File: src/rtl/led_blink_pkg.sv
// Shared constants and encodings for the selectable-rate LED blinker.
package led_blink_pkg;

    // Half-periods in cycles of a 25 MHz clock.
    localparam int unsigned C_HALF_1HZ_DEF  = 12500000;
    localparam int unsigned C_HALF_5HZ_DEF  = 2500000;
    localparam int unsigned C_HALF_10HZ_DEF = 1250000;
    localparam int unsigned C_HALF_20HZ_DEF = 625000;

    localparam int NUM_RATES = 4;

    typedef enum logic [1:0] {
        RATE_20HZ = 2'b00,
        RATE_10HZ = 2'b01,
        RATE_5HZ  = 2'b10,
        RATE_1HZ  = 2'b11
    } rate_e;

    function automatic int unsigned cnt_width(input int unsigned hp);
        return (hp <= 1) ? 1 : $clog2(hp);
    endfunction

endpackage

File: src/rtl/led_blink_ctrl_toggle_divider.sv
// Free-running divider: toggle bit inverts every C_HALF_PERIOD cycles.
module toggle_divider
    import led_blink_pkg::*;
#(
    parameter int unsigned C_HALF_PERIOD = C_HALF_1HZ_DEF
) (
    input  logic i_clk,
    input  logic i_rst_n,
    output logic o_toggle
);

    localparam int unsigned W = cnt_width(C_HALF_PERIOD);
    localparam logic [W-1:0] LAST = W'(C_HALF_PERIOD - 1);

    logic [W-1:0] cnt_q, cnt_d;
    logic         tog_q, tog_d;

    // Counter stops at LAST and restarts, so no binary wrap is ever used.
    always_comb begin
        cnt_d = cnt_q + W'(1);
        tog_d = tog_q;
        if (cnt_q == LAST) begin
            cnt_d = '0;
            tog_d = ~tog_q;
        end
    end

    always_ff @(posedge i_clk or negedge i_rst_n) begin
        if (!i_rst_n) begin
            cnt_q <= '0;
            tog_q <= 1'b0;
        end else begin
            cnt_q <= cnt_d;
            tog_q <= tog_d;
        end
    end

    assign o_toggle = tog_q;

endmodule

File: src/rtl/led_blink_ctrl.sv
// Selectable-rate LED blinker: four free-running dividers, a rate mux and a
// registered, enable-gated LED output.
module led_blink_ctrl
    import led_blink_pkg::*;
#(
    parameter int unsigned c_max_count_1Hz  = C_HALF_1HZ_DEF,
    parameter int unsigned c_max_count_5Hz  = C_HALF_5HZ_DEF,
    parameter int unsigned c_max_count_10Hz = C_HALF_10HZ_DEF,
    parameter int unsigned c_max_count_20Hz = C_HALF_20HZ_DEF
) (
    input  logic i_clk,
    input  logic i_rst_n,
    input  logic i_enable,
    input  logic i_select0,
    input  logic i_select1,
    output logic o_led
);

    // Indexed by rate_e encoding.
    localparam int unsigned HP [NUM_RATES] = '{
        c_max_count_20Hz, c_max_count_10Hz, c_max_count_5Hz, c_max_count_1Hz
    };

    logic [NUM_RATES-1:0] tog;
    rate_e                sel;
    logic                 sel_tog;
    logic                 led_q, led_d;

    for (genvar g = 0; g < NUM_RATES; g++) begin : g_div
        toggle_divider #(
            .C_HALF_PERIOD(HP[g])
        ) u_div (
            .i_clk   (i_clk),
            .i_rst_n (i_rst_n),
            .o_toggle(tog[g])
        );
    end

    assign sel = rate_e'({i_select1, i_select0});

    always_comb begin
        sel_tog = 1'b0;
        case (sel)
            RATE_20HZ: sel_tog = tog[0];
            RATE_10HZ: sel_tog = tog[1];
            RATE_5HZ:  sel_tog = tog[2];
            RATE_1HZ:  sel_tog = tog[3];
            default:   sel_tog = 1'b0;
        endcase
    end

    // Enable gates the selected wave directly, so a disable always wins.
    assign led_d = i_enable & sel_tog;

    always_ff @(posedge i_clk or negedge i_rst_n) begin
        if (!i_rst_n) led_q <= 1'b0;
        else          led_q <= led_d;
    end

    assign o_led = led_q;

endmodule

File: config.mk
export PLATFORM = sky130hd
export DESIGN_NAME = led_blink_ctrl
export DESIGN_NICKNAME = d
export VERILOG_FILES = /design/src/rtl/led_blink_pkg.sv /design/src/rtl/led_blink_ctrl_toggle_divider.sv /design/src/rtl/led_blink_ctrl.sv
export SDC_FILE = /design/constraint.sdc
export NUM_CORES = 1
export LEC_CHECK = 0
export CORE_MARGIN = 3
export CORE_UTILIZATION = 50
export DETAILED_ROUTE_END_ITERATION = 7
export GPL_TIMING_DRIVEN = 0
export PLACE_DENSITY = 0.66
export SLEW_MARGIN = 20
export SYNTH_ARGS = -nofsm -noshare
export SYNTH_HDL_FRONTEND = slang
export SYNTH_SLANG_ARGS = --single-unit
File: constraint.sdc
create_clock -name i_clk -period 4 [get_ports i_clk]
set_input_delay 0.8 -clock i_clk [delete_from_list [all_inputs] [get_ports i_clk]]
set_output_delay 0.8 -clock i_clk [all_outputs]
set_load 0.01 [all_outputs]
# Word-level counts from Yosys, hierarchy flattened
# Cells that the tools add are included.
# W data, S select, Z words.
[word_totals] reg_bits=92 output_inout_bits=1 wordCells=31 inputBits=5
[classes] eq_ne=7 n_mux=5 reduce_logical=1 n_bitwise=5 n_addsub=4
[op_table] op="$add A24 B1 Y24 const B" count=1
[op_table] op="$eq A24 B24 Y1 const B" count=1
[op_table] op="$mux W24" count=1
[op_table] op="$add A22 B1 Y22 const B" count=1
[op_table] op="$eq A22 B22 Y1 const B" count=1
[op_table] op="$mux W22" count=1
[op_table] op="$add A21 B1 Y21 const B" count=1
[op_table] op="$eq A21 B21 Y1 const B" count=1
[op_table] op="$mux W21" count=1
[op_table] op="$add A20 B1 Y20 const B" count=1
[op_table] op="$eq A20 B20 Y1 const B" count=1
[op_table] op="$mux W20" count=1
[op_table] op="$eq A2 B2 Y1 const B" count=2
[op_table] op="$not A1 Y1" count=4
[op_table] op="$pmux W1 S4" count=1
[op_table] op="$eq A2 B1 Y1 const B" count=1
[op_table] op="$logic_not A2 Y1" count=1
[op_table] op="$and A1 B1 Y1" count=1

# Longest topological paths before layout
# Gate-level depths: netlist of run 1.
[depth] ltp_word=3 ltp_mapped=7 depth_no_buf=6

# Hierarchy
# Synthesis of run 1 repeated with hierarchy kept, for this count alone.
[unflattened] cells_unflattened=414 hier_area_um2=4500.6
[by_module_without_submodules] mod="toggle_divider at g_div[3].u_div" instances=1 seq_area_each_um2=625.6 area_each_um2=1224.9 cells_per_inst=115
[by_module_without_submodules] mod="toggle_divider at g_div[1].u_div" instances=1 seq_area_each_um2=550.5 area_each_um2=1124.8 cells_per_inst=100
[by_module_without_submodules] mod="toggle_divider at g_div[2].u_div" instances=1 seq_area_each_um2=575.6 area_each_um2=1099.8 cells_per_inst=107
[by_module_without_submodules] mod="toggle_divider at g_div[0].u_div" instances=1 seq_area_each_um2=525.5 area_each_um2=997.2 cells_per_inst=89
[by_module_without_submodules] mod="led_blink_ctrl" instances=1 seq_area_each_um2=25.0 area_each_um2=53.8 cells_per_inst=3

# Worst setup path after synthesis of run 1
# OpenSTA, ideal clock, no wires.
[synth_timing] path_kind="reg2reg" start="register g_div[1].u_div.cnt_q[0]" end="register g_div[1].u_div.cnt_q[20]" setup_ns=0.120 required_time_ns=3.880 arrival_ns=1.678 period_less_slack_ns=1.797 slack_ns=2.203 path_buffers=1 path_stages_with_launch=8 cell_sequence="dfrtp_1 -> ha_1 -> nand2_1 -> or3_1 -> buf_2 -> or4_4 -> nand3b_2 -> o21ai_2"
[synth_between] elab_chain_len=2 word_cells_on_any_way=3 cone_classes="1 x add/sub; 1 x eq/ne; 1 x mux"
[synth_rtl] element="from (decl)" line="led_blink_ctrl_toggle_divider.sv:15" text="logic [W-1:0] cnt_q, cnt_d;"
[synth_rtl] element="from (signal assigned)" line="led_blink_ctrl_toggle_divider.sv:33" text="cnt_q <= cnt_d;"
[synth_rtl] element="$add A21 B1 Y21 or $eq A21 B21 Y1 (tied branches)" line="led_blink_ctrl_toggle_divider.sv:20, led_blink_ctrl_toggle_divider.sv:22"
[synth_rtl] element="$mux W21 *" line="led_blink_ctrl_toggle_divider.sv:22" text="if (cnt_q == LAST) begin"
[synth_rtl] element="net g_div[1].u_div.cnt_d[20]" line="led_blink_ctrl_toggle_divider.sv:15"
# The timed path passes the listed nets; every way through them passes the cells marked *.
# A chain may end at the register's enable or synchronous reset.

# Final worst setup path of run 1
[layout_timing] start="register led_q (netlist: o_led)" end="output o_led"
[layout_rtl] element="from (decl)" line="led_blink_ctrl.sv:27" text="logic led_q, led_d;"
[layout_rtl] element="from (signal assigned)" line="led_blink_ctrl.sv:57" text="else led_q <= led_d;"
[layout_rtl] element="to (decl)" line="led_blink_ctrl.sv:16" text="output logic o_led"
# No word-level cell between the ends.

==> summary.txt, run 1 <==
Critical path
  – Worst reg-to-reg setup slack: 2030 ps
  – Worst path required time: approximately 3200 ps
  – Crit path launch: o_led
  – Slowest CP cell: clkdlybuf4s50_1
  – Startpoint Class: register
  – R2R Path Start: g_div[1].u_div.cnt_q[0]
  – Crit-path max FO: 1
  – Crit. End Element: output port
  – CP bufs+invs: 1
  – Cell Chain, Critical Path: clkdlybuf4s50_1
  – Worst Reg2Reg Path Length in Cells: 6
  – Top delay family on crit path: buffers and inverters
  – Worst setup path class: register to output port
  – Worst path depth: 1
  – Worst EP arrival: 1220 ps
  – Worst stage delay on the critical path: 530 ps

Layout
  – Syn-to-layout area delta: 9.10%
  – Fin util: 58.2%
  – Final #Nets: roughly 430
  – Share of cells above drive strength 1: 7.01%
  – Antenna fix cells: 0
  – Post-route non-filler standard cell count: 530
  – Fill cells: 686

GRT
  – First-pass GRT wire length: 13.5 mm
  – Congestion Overflow GR: 0
  – GRT Total Usage: 16.8%
  – Initial antenna violation count: 0
  – Largest net degree at the start of global routing: 71
  – Number of global-route vias before repair: 2,839

Drt
  – Router iterations before antenna repair: 4
  – Initial drt markers: 100
  – Drt drc: 0
  – Via density: 5.48
  – Final ANT Viol Nets: 0
  – Via count: 2,902
  – WL final: about 7.4 mm
  – DR WL/cell: 14.0 um

Timing
  – Hold Slack: 271 ps
  – Fin. Hold Viols: 0
  – RSZ-0062 raised after global routing: false
  – FMAX: 0.496 GHz
  – Fin Clk Skew: 13.6 ps
  – Final count of pins violating max slew: 0
  – Rel. slew slack: ~47%
  – Final setup violation count: 0
  – Fin crit period: a little over 2000 ps
  – Period utilization: about half
  – Tightest Pin Transition: 793 ps

Clock network
  – CTS resizes: 0
  – TritonCTS Buffers: 9
  – CTS tree: built
  – Clock slew at reported path FFs: 100 ps
  – Setup bufs post-CTS: 0
  – Clk sinks: 92
  – Root buffer cell: clkbuf_8
  – Clock H-tree levels: 3
  – Clock Latency Late Sink: between 300 and 400 ps
  – Cts hold-fix bufs: 0
  – CTS Buffer Depth: 2

Synth
  – Post-Syn Nets: 415
  – Top cells by count, synth: dfrtp_1 (92), nor2_1 (60), nand3_1 (39), xor2_1 (38), xnor2_1 (37)
  – Synth area leaders: dfrtp_1 (54%), xor2_1 (7.8%), xnor2_1 (7.6%), nor2_1 (5.3%), nand3_1 (4.6%)
  – Seq/Total Area, Yosys: a little over half
  – Most frequent cell after synthesis: dfrtp_1
  – Yosys reg bits: 92
  – Yosys top cell area share: 54.2%
  – Synthesized area per cell: 10.5 um^2
  – Syn Inst Count: 406
  – Cell variety after synth: 33
  – Synth async-reset ratio: between 90% and 100%
  – Synth warn: 0
  – Mapped Area: between 4000 and 5000 um^2
  – Synth Flop Type: dfrtp_1
  – Number of synthesized flops with an enable pin: 0
  – Area leader, netlist: dfrtp_1

Die
  – FP Rows: 32
  – Core ar.: 7970 um^2
  – I/O Pins: 6
  – Die Width: 98.2 um
  – Die span in y: 98.2 um
  – Initial Util: a little over half
  – Die area: 9640 um^2

Placed design
  – Port Buffers: 5
  – Post-Place Cells: 514
  – GPL Wtd Cong: just under 0.8
  – Detail Placement HPWL: 5.00 mm

Worst hold path
  – Hold Crit Class: input port to async pin

Pwr
  – Leakage: 2.03 nW
  – Pwr Density: 333 nW/um^2
  – Max VDD drop: 0.151 mV
  – Total power: between 1.5 and 2 mW

Run
  – Max Cap Viol: 0

Run status
  – Outcome: completed
==> metrics by stage <==
stage | worst slack (ps) | cell area [um^2] | setup TNS, ps
finish | 1980 | 4640 | 0
global route | 1870 | 4640 | 0
CTS | 1960 | 4640 | 0
detailed placement | 1910 | 4460 | 0
global placement | -1280 | 4430 | -117440
floorplan | 2200 | 4250 | 0
==> final timing paths <==
| check | end |
|---|---|
| max | o_led |
| min | g_div[0].u_div.cnt_q[14] |
| max reg2reg | g_div[1].u_div.o_toggle |
| min reg2reg | g_div[0].u_div.o_toggle |
| max in group asynchronous | g_div[2].u_div.cnt_q[5] |
| min in group i_clk | g_div[0].u_div.o_toggle |
==> kinds of logic after synthesis <==
logic type / Yosys count / share of synthesized area [%]
and+or+nand+nor: 213 / 25.8
adders and majority gates: 4 / 1.18
xor gates and xnor gates: 75 / 15.5
muxes: 4 / 1.24
DFF: 92 / 54.2
AOI/OAI and AO/OA: 7 / 0.972
buffers and inverters: 11 / 1.18
==> where the power goes <==
part	leakage [nW]	internal (mW)	switching, mW
clock network	0.0927	0.239	0.352
logic	0.712	0.00672	0.0185
registers	1.23	0.929	0
==> cell type report <==
cell class | count | area (um^2) | share of cell area [%]
Sequential cell | 92 | 2300 | 49.7
Multi-Input combinational cell | 303 | 1900 | 40.9
Clock buffer | 10 | 128 | 2.75
Tap cell | 102 | 128 | 2.75
Timing Repair Buffer | 6 | 78.8 | 1.70
Clock inverter | 6 | 52.6 | 1.13
Buffer | 7 | 35.0 | 0.756
Inverter | 4 | 15.0 | 0.324
==> sequential cells by signal, indices dropped and copies added, names as in the netlist <==
signal,count
g_div.u_div.cnt_q,87
g_div.u_div.o_toggle,4
o_led,1
==> cells in the final DEF, fill, tap and decap left out, types with 5 or more instances in the layout <==
master / netlist / final
clkbuf_8: 0 / 9
dfrtp_1: 92 / 92
nor4_1: 9 / 9
xor2_1: 38 / 38
xnor2_1: 37 / 37
and3_1: 9 / 9
nand2_1: 34 / 34
nand3_1: 39 / 39
inv_6: 0 / 5
nor2_1: 60 / 60
and4_1: 5 / 5
nor3_1: 12 / 12
nand4_1: 18 / 18
buf_2: 6 / 6
==> metal layers <==
metal  global-route usage [%]  up-vias  share of wire [%]
met2                     25.2       35                 45
li1                         -     1436                  -
met4                     4.62        0               0.88
met1                     24.8     1424                 51
met3                     3.86        7                2.8
met5                        0        -                  0
Note: power is estimated with default switching activity, not from simulation.
==> inputs of run 2 (changes only) <==
==> constraint.sdc (replaced) <==
create_clock -name i_clk -period 1.9 [get_ports i_clk]
set_input_delay 0.38 -clock i_clk [delete_from_list [all_inputs] [get_ports i_clk]]
set_output_delay 0.38 -clock i_clk [all_outputs]
set_load 0.01 [all_outputs]
==> run 2 against run 1 <==
Compared with the run above: sequential power increased by 110%; via count is 2.0% higher; count of clock-buffer cells in the layout did not move; final cell count increased by 1.3%; critical path depth up 5; clock power grew 110%; first-iteration DRC count increased by 1.0%; die area unchanged; global-route usage up 0.18 points; non-clock buffer count rose by 7; clock skew is 0.53 ps higher; setup slack got worse by 1900 ps; highest routed layer unchanged.
==> summary.txt, run 2 (synthesis results as in run 1) <==
Critical path
  – Crit-path max FO: 6
  – Worst reg-to-reg setup slack: 60 ps
  – Worst setup path class: register to register
  – Worst EP arrival: 2100 ps
  – Startpoint Class: register
  – Worst path required time: ~2200 ps
  – Crit. End Element: register

Clock network
  – Root buffer cell: clkbuf_8
  – Clock slew at reported path FFs: approximately 100 ps
  – TritonCTS Buffers: 9
  – CTS tree: built
  – Clock H-tree levels: 3
  – CTS Buffer Depth: 2
  – Clk sinks: 92
  – Clock Latency Late Sink: 360 ps

Timing
  – Fin. Hold Viols: 0
  – Final count of pins violating max slew: 0
  – RSZ-0062 raised after global routing: true
  – Fin crit period: 1840 ps
  – Fin Clk Skew: about 14 ps
  – Period utilization: 96.8%
  – Final setup violation count: 0
  – Tightest Pin Transition: 573 ps
  – FMAX: 0.544 GHz
  – Worst setup margin: 60.8 ps
  – Rel. slew slack: 61.5%
  – Hold Slack: 425 ps

Pwr
  – Leakage: 2.07 nW
  – Pwr Density: 685 nW/um^2
  – Max VDD drop: 0.318 mV

Die
  – Die Width: 98.2 um
  – I/O Pins: 6
  – Die span in y: 98.2 um
  – Initial Util: 53.3%
  – FP Rows: 32
  – Core ar.: 7970 um^2
  – Die area: 9640 um^2

Layout
  – Fin util: 59.6%
  – Syn-to-layout area delta: 11.8%
  – Share of cells above drive strength 1: 10.1%
  – Antenna fix cells: 0
  – Final instance area: 4750 um^2
  – Most frequent cells in the layout: dfrtp_1 (90), nor2_1 (60), nand3_1 (39), xor2_1 (38), xnor2_1 (37)
  – Final #Nets: 439
  – Most common cell after layout, fill and taps aside: dfrtp_1
  – Max reg flops: just under 90
  – Reg with most FFs: g_div.u_div.cnt_q

Drt
  – DR WL/cell: roughly 14 um
  – WL final: 7.60 mm
  – Router iterations before antenna repair: 4
  – Drt drc: 0
  – Met2 WL: roughly 3.5 mm
  – Via count: 2,959
  – Top Layer Used: met4
  – Via density: 5.51
  – Met1 WL: 3.85 mm
  – Final ANT Viol Nets: 0
  – Initial drt markers: 101
  – Met3 wire len: 228 um

GRT
  – Number of global-route vias before repair: 2,871
  – Largest net degree at the start of global routing: 71
  – Initial antenna violation count: 0
  – Congestion Overflow GR: 0
  – First-pass GRT wire length: 13.6 mm
  – GRT Total Usage: between 10% and 20%

Run status
  – Outcome: completed

Placed design
  – Port Buffers: 5
  – Post-Place Setup Slack: -18.3 ps
  – GPL Wtd Cong: 0.791
  – Detail Placement HPWL: roughly 5.0 mm
  – Post-DP Area: 4460 um^2

Run
  – Max Cap Viol: 0

Worst hold path
  – Hold Crit Class: input port to async pin
[run 2: per-layer routing]
layer,track usage (%),up-vias
li1,-,1453
met1,24.9,1459
met2,25.8,40
met3,3.79,7
met4,4.62,0
met5,0,-
[run 2: report_power, final]
| group | switching (mW) | internal (mW) | leakage [nW] |
|---|---|---|---|
| Clock | 0.742 | 0.503 | 0.0927 |
| Combinational | 0.0396 | 0.0155 | 0.755 |
| Sequential | 0 | 1.96 | 1.22 |
[run 2: final timing paths]
path                                                 end  depth (start not counted)               startpoint
worst max-delay path            g_div[1].u_div.cnt_q[20]                          6  g_div[1].u_div.cnt_q[5]
worst min-delay path            g_div[0].u_div.cnt_q[14]                          2                  i_rst_n
worst max register to register  g_div[1].u_div.cnt_q[20]                          6  g_div[1].u_div.cnt_q[5]
worst min register to register   g_div[0].u_div.o_toggle                          1  g_div[0].u_div.o_toggle
max in group asynchronous        g_div[1].u_div.cnt_q[1]                          3                  i_rst_n
min in group i_clk               g_div[0].u_div.o_toggle                          1  g_div[0].u_div.o_toggle
[run 2: final cells by class]
type | count | area [um^2]
plain buffers | 7 | 51.3
multi-input cells | 303 | 1940
clock inverters | 6 | 52.6
well taps | 102 | 128
inverters | 4 | 15.0
flip-flops and latches | 92 | 2300
clock buffers | 10 | 128
repair buffers | 13 | 134
fillers | 675 | 3220
[run 2: worst max-delay path, cell delays in order (launching register included)]
cell,delay [ps]
dfrtp_1,460
nand3_2,120
or3_1,360
buf_4,170
or4_4,490
nand3b_2,90
o21ai_2,50
[run 2: through the flow]
stage	std cells	TNS, ps	total power, mW
finish	537	0	3.26
global route	537	-505	3.40
CTS	532	0	3.30
detailed placement	514	-56.5	2.05
global placement	513	-272210	2.04
floorplan	406	0	2.00
[run 2: timing repair]
item                       CTS  global route
resized for setup            5            12
buffers inserted             1             5
pin swaps                    0             2
hold endpoints to repair    22             0
hold buffers                 1             0
setup endpoints to repair   14            39
==> inputs of run 3 (changes only) <==
--- a/config.mk
+++ b/config.mk
@@ -5,6 +5,8 @@
 export SDC_FILE = /design/constraint.sdc
 export NUM_CORES = 1
 export LEC_CHECK = 0
+export CAP_MARGIN = 20
+export CORE_ASPECT_RATIO = 1.75
 export CORE_MARGIN = 3
 export CORE_UTILIZATION = 50
 export DETAILED_ROUTE_END_ITERATION = 7
==> run 3 against run 2 <==
Compared with the run above: maximum frequency about the same; first-iteration DRC count grew 61%; die area rose by 0.45%; register-to-register slack hardly changed; via count increased by 0.44%; core utilization rose by 1.1 points; sequential cell count unchanged; global-route usage up 0.98 points; hold slack improved by 41 ps; non-clock buffer count fell by 4; clock power up 61%.
==> summary.txt, run 3 (synthesis results as in run 1) <==
Clock network
  – Clock H-tree levels: 3
  – Clk sinks: 92
  – CTS Buffer Depth: 2
  – TritonCTS Buffers: 9
  – Root buffer cell: clkbuf_16
  – Clock Latency Late Sink: around 340 ps
  – Clock slew at reported path FFs: approximately 60 ps
  – CTS tree: built

Layout
  – Max reg flops: 87
  – Antenna fix cells: 0
  – Reg area: 2300 um^2
  – Final #Nets: 435
  – Share of cells above drive strength 1: 9.98%
  – Multi-input gate area: between 1500 and 2000 um^2
  – Most frequent cells in the layout: dfrtp_1 (91), nor2_1 (60), nand3_1 (38), xor2_1 (38), xnor2_1 (37)
  – Syn-to-layout area delta: 16.2%
  – Final instance area: 4940 um^2
  – Post-route non-filler standard cell count: 543
  – Most common cell after layout, fill and taps aside: dfrtp_1
  – Fill cells: 672
  – Fin util: 60.8%
  – Reg with most FFs: g_div.u_div.cnt_q

GRT
  – GRT Total Usage: roughly 18%
  – Largest net degree at the start of global routing: between 60 and 70
  – Number of global-route vias before repair: a little over 3,000
  – First-pass GRT wire length: 13.5 mm
  – Initial antenna violation count: 0
  – Congestion Overflow GR: 0

Critical path
  – Worst path required time: 2130 ps
  – Cell Chain, Critical Path: ha_4, nand2_1, or3_4, buf_6, or4_4, nand3b_4, o21ai_2
  – Slowest CP cell: or4_4
  – Worst Reg2Reg Path Length in Cells: 7
  – Worst setup path class: register to register
  – CP bufs+invs: 1
  – Worst setup endpoint: g_div[1].u_div.cnt_q[20]
  – Crit path launch: g_div[1].u_div.cnt_q[1]
  – Startpoint Class: register
  – Worst stage delay on the critical path: 440 ps
  – Top delay family on crit path: simple AND/OR/NAND/NOR gates
  – Worst reg-to-reg setup slack: a little over 60 ps
  – Crit. End Element: register
  – R2R Path Start: g_div[1].u_div.cnt_q[1]
  – Worst path depth: 7
  – Worst EP arrival: 2070 ps
  – Worst R2R End: g_div[1].u_div.cnt_q[20]
  – Crit-path max FO: 4

Placed design
  – Port Buffers: 5
  – GPL Wtd Cong: just over 0.8
  – Post-Place Cells: between 500 and 600
  – Detail Placement HPWL: approximately 5.2 mm
  – Post-DP Area: between 4000 and 5000 um^2

Drt
  – Router iterations before antenna repair: 4
  – Via density: 5.47
  – Initial drt markers: 163
  – WL final: between 7 and 8 mm
  – Final ANT Viol Nets: 0
  – Drt drc: 0
  – DR WL/cell: 14.4 um
  – Via count: 2,972

Worst hold path
  – Hold Crit Class: input port to async pin

Timing
  – Final count of pins violating max slew: 0
  – Final setup violation count: 0
  – Tightest Pin Transition: 531 ps
  – Rel. slew slack: 64.3%
  – Fin Clk Skew: 7.62 ps
  – FMAX: 0.544 GHz
  – Fin. Hold Viols: 0
  – Fin crit period: 1840 ps
  – Period utilization: 96.8%

Die
  – I/O Pins: 6
  – FP Rows: 43
  – Die Width: ~76 um
  – Core ar.: 8120 um^2
  – Die area: around 9700 um^2
  – Initial Util: between 50% and 60%
  – Die span in y: 128 um

Run status
  – Outcome: completed

Pwr
  – Max VDD drop: 0.516 mV
  – Leakage: 2.15 nW
  – Total power: 4.02 mW
  – Pwr Density: just over 800 nW/um^2

Run
  – Max Cap Viol: 0
run 3: cell count changes in the layout (fill, tap and decap cells not counted), moves of 2 or more:
cell and change:
inv_6 -5, clkbuf_16 +9, clkbuf_8 -9, buf_4 -6
nor4_4 +2, bufinv_16 +3, clkinv_2 +2, clkinvlp_4 +2
run 3: repair_timing:
item,in CTS,in global routing
setup endpoints to repair,13,39
pin swaps,0,4
gates cloned,0,0
hold buffers,1,0
setup buffers,0,2
gates resized for setup,4,19
hold endpoints to repair,26,0
run 3: metal layers:
layer | vias up | GRT usage [%] | wire length [um]
li1 | 1441 | - | -
met1 | 1477 | 21.1 | 3300
met2 | 36 | 29.8 | 4150
met3 | 18 | 2.75 | 134
met4 | 0 | 11.2 | 221
met5 | - | 0 | 0
run 3: worst min-delay path by stage:
stage	from	end	slack (ps)	depth (start not counted)
3_3_place_gp	g_div[3].u_div.o_toggle	g_div[3].u_div.o_toggle	450	1
4_1_cts	i_rst_n	g_div[0].u_div.cnt_q[13]	470	2
5_1_grt	g_div[3].u_div.o_toggle	g_div[3].u_div.o_toggle	500	1
3_5_place_dp	i_rst_n	g_div[0].u_div.cnt_q[13]	270	1
2_1_floorplan	i_rst_n	g_div[0].u_div.cnt_q[0]	80	0
6_report	i_rst_n	g_div[0].u_div.cnt_q[13]	470	2
run 3: cell type report:
class / instances / area share (%)
multi-input combinational: 303 / 40.1
clock inverter: 7 / 2.33
clock buffer: 9 / 4.56
tap: 112 / 2.84
sequential: 92 / 46.7
inverter: 4 / 0.304
buffer: 7 / 1.12
timing repair buffer: 9 / 2.10
run 3: power by group:
group,internal (mW),switching (mW)
Clock,1.28,0.729
Sequential,1.96,0
Combinational,0.0154,0.0386
Total,3.25,0.767
run 3: through the flow:
step                      hold slack [ps]  setup TNS [ps]  worst slack [ps]
final                                 466               0              61.7
after global routing                  498           -10.5             -10.5
after CTS                             470               0              19.5
after detailed placement              265            -128             -45.3
after global placement                451         -261590             -2850
after floorplan                      84.4               0               103
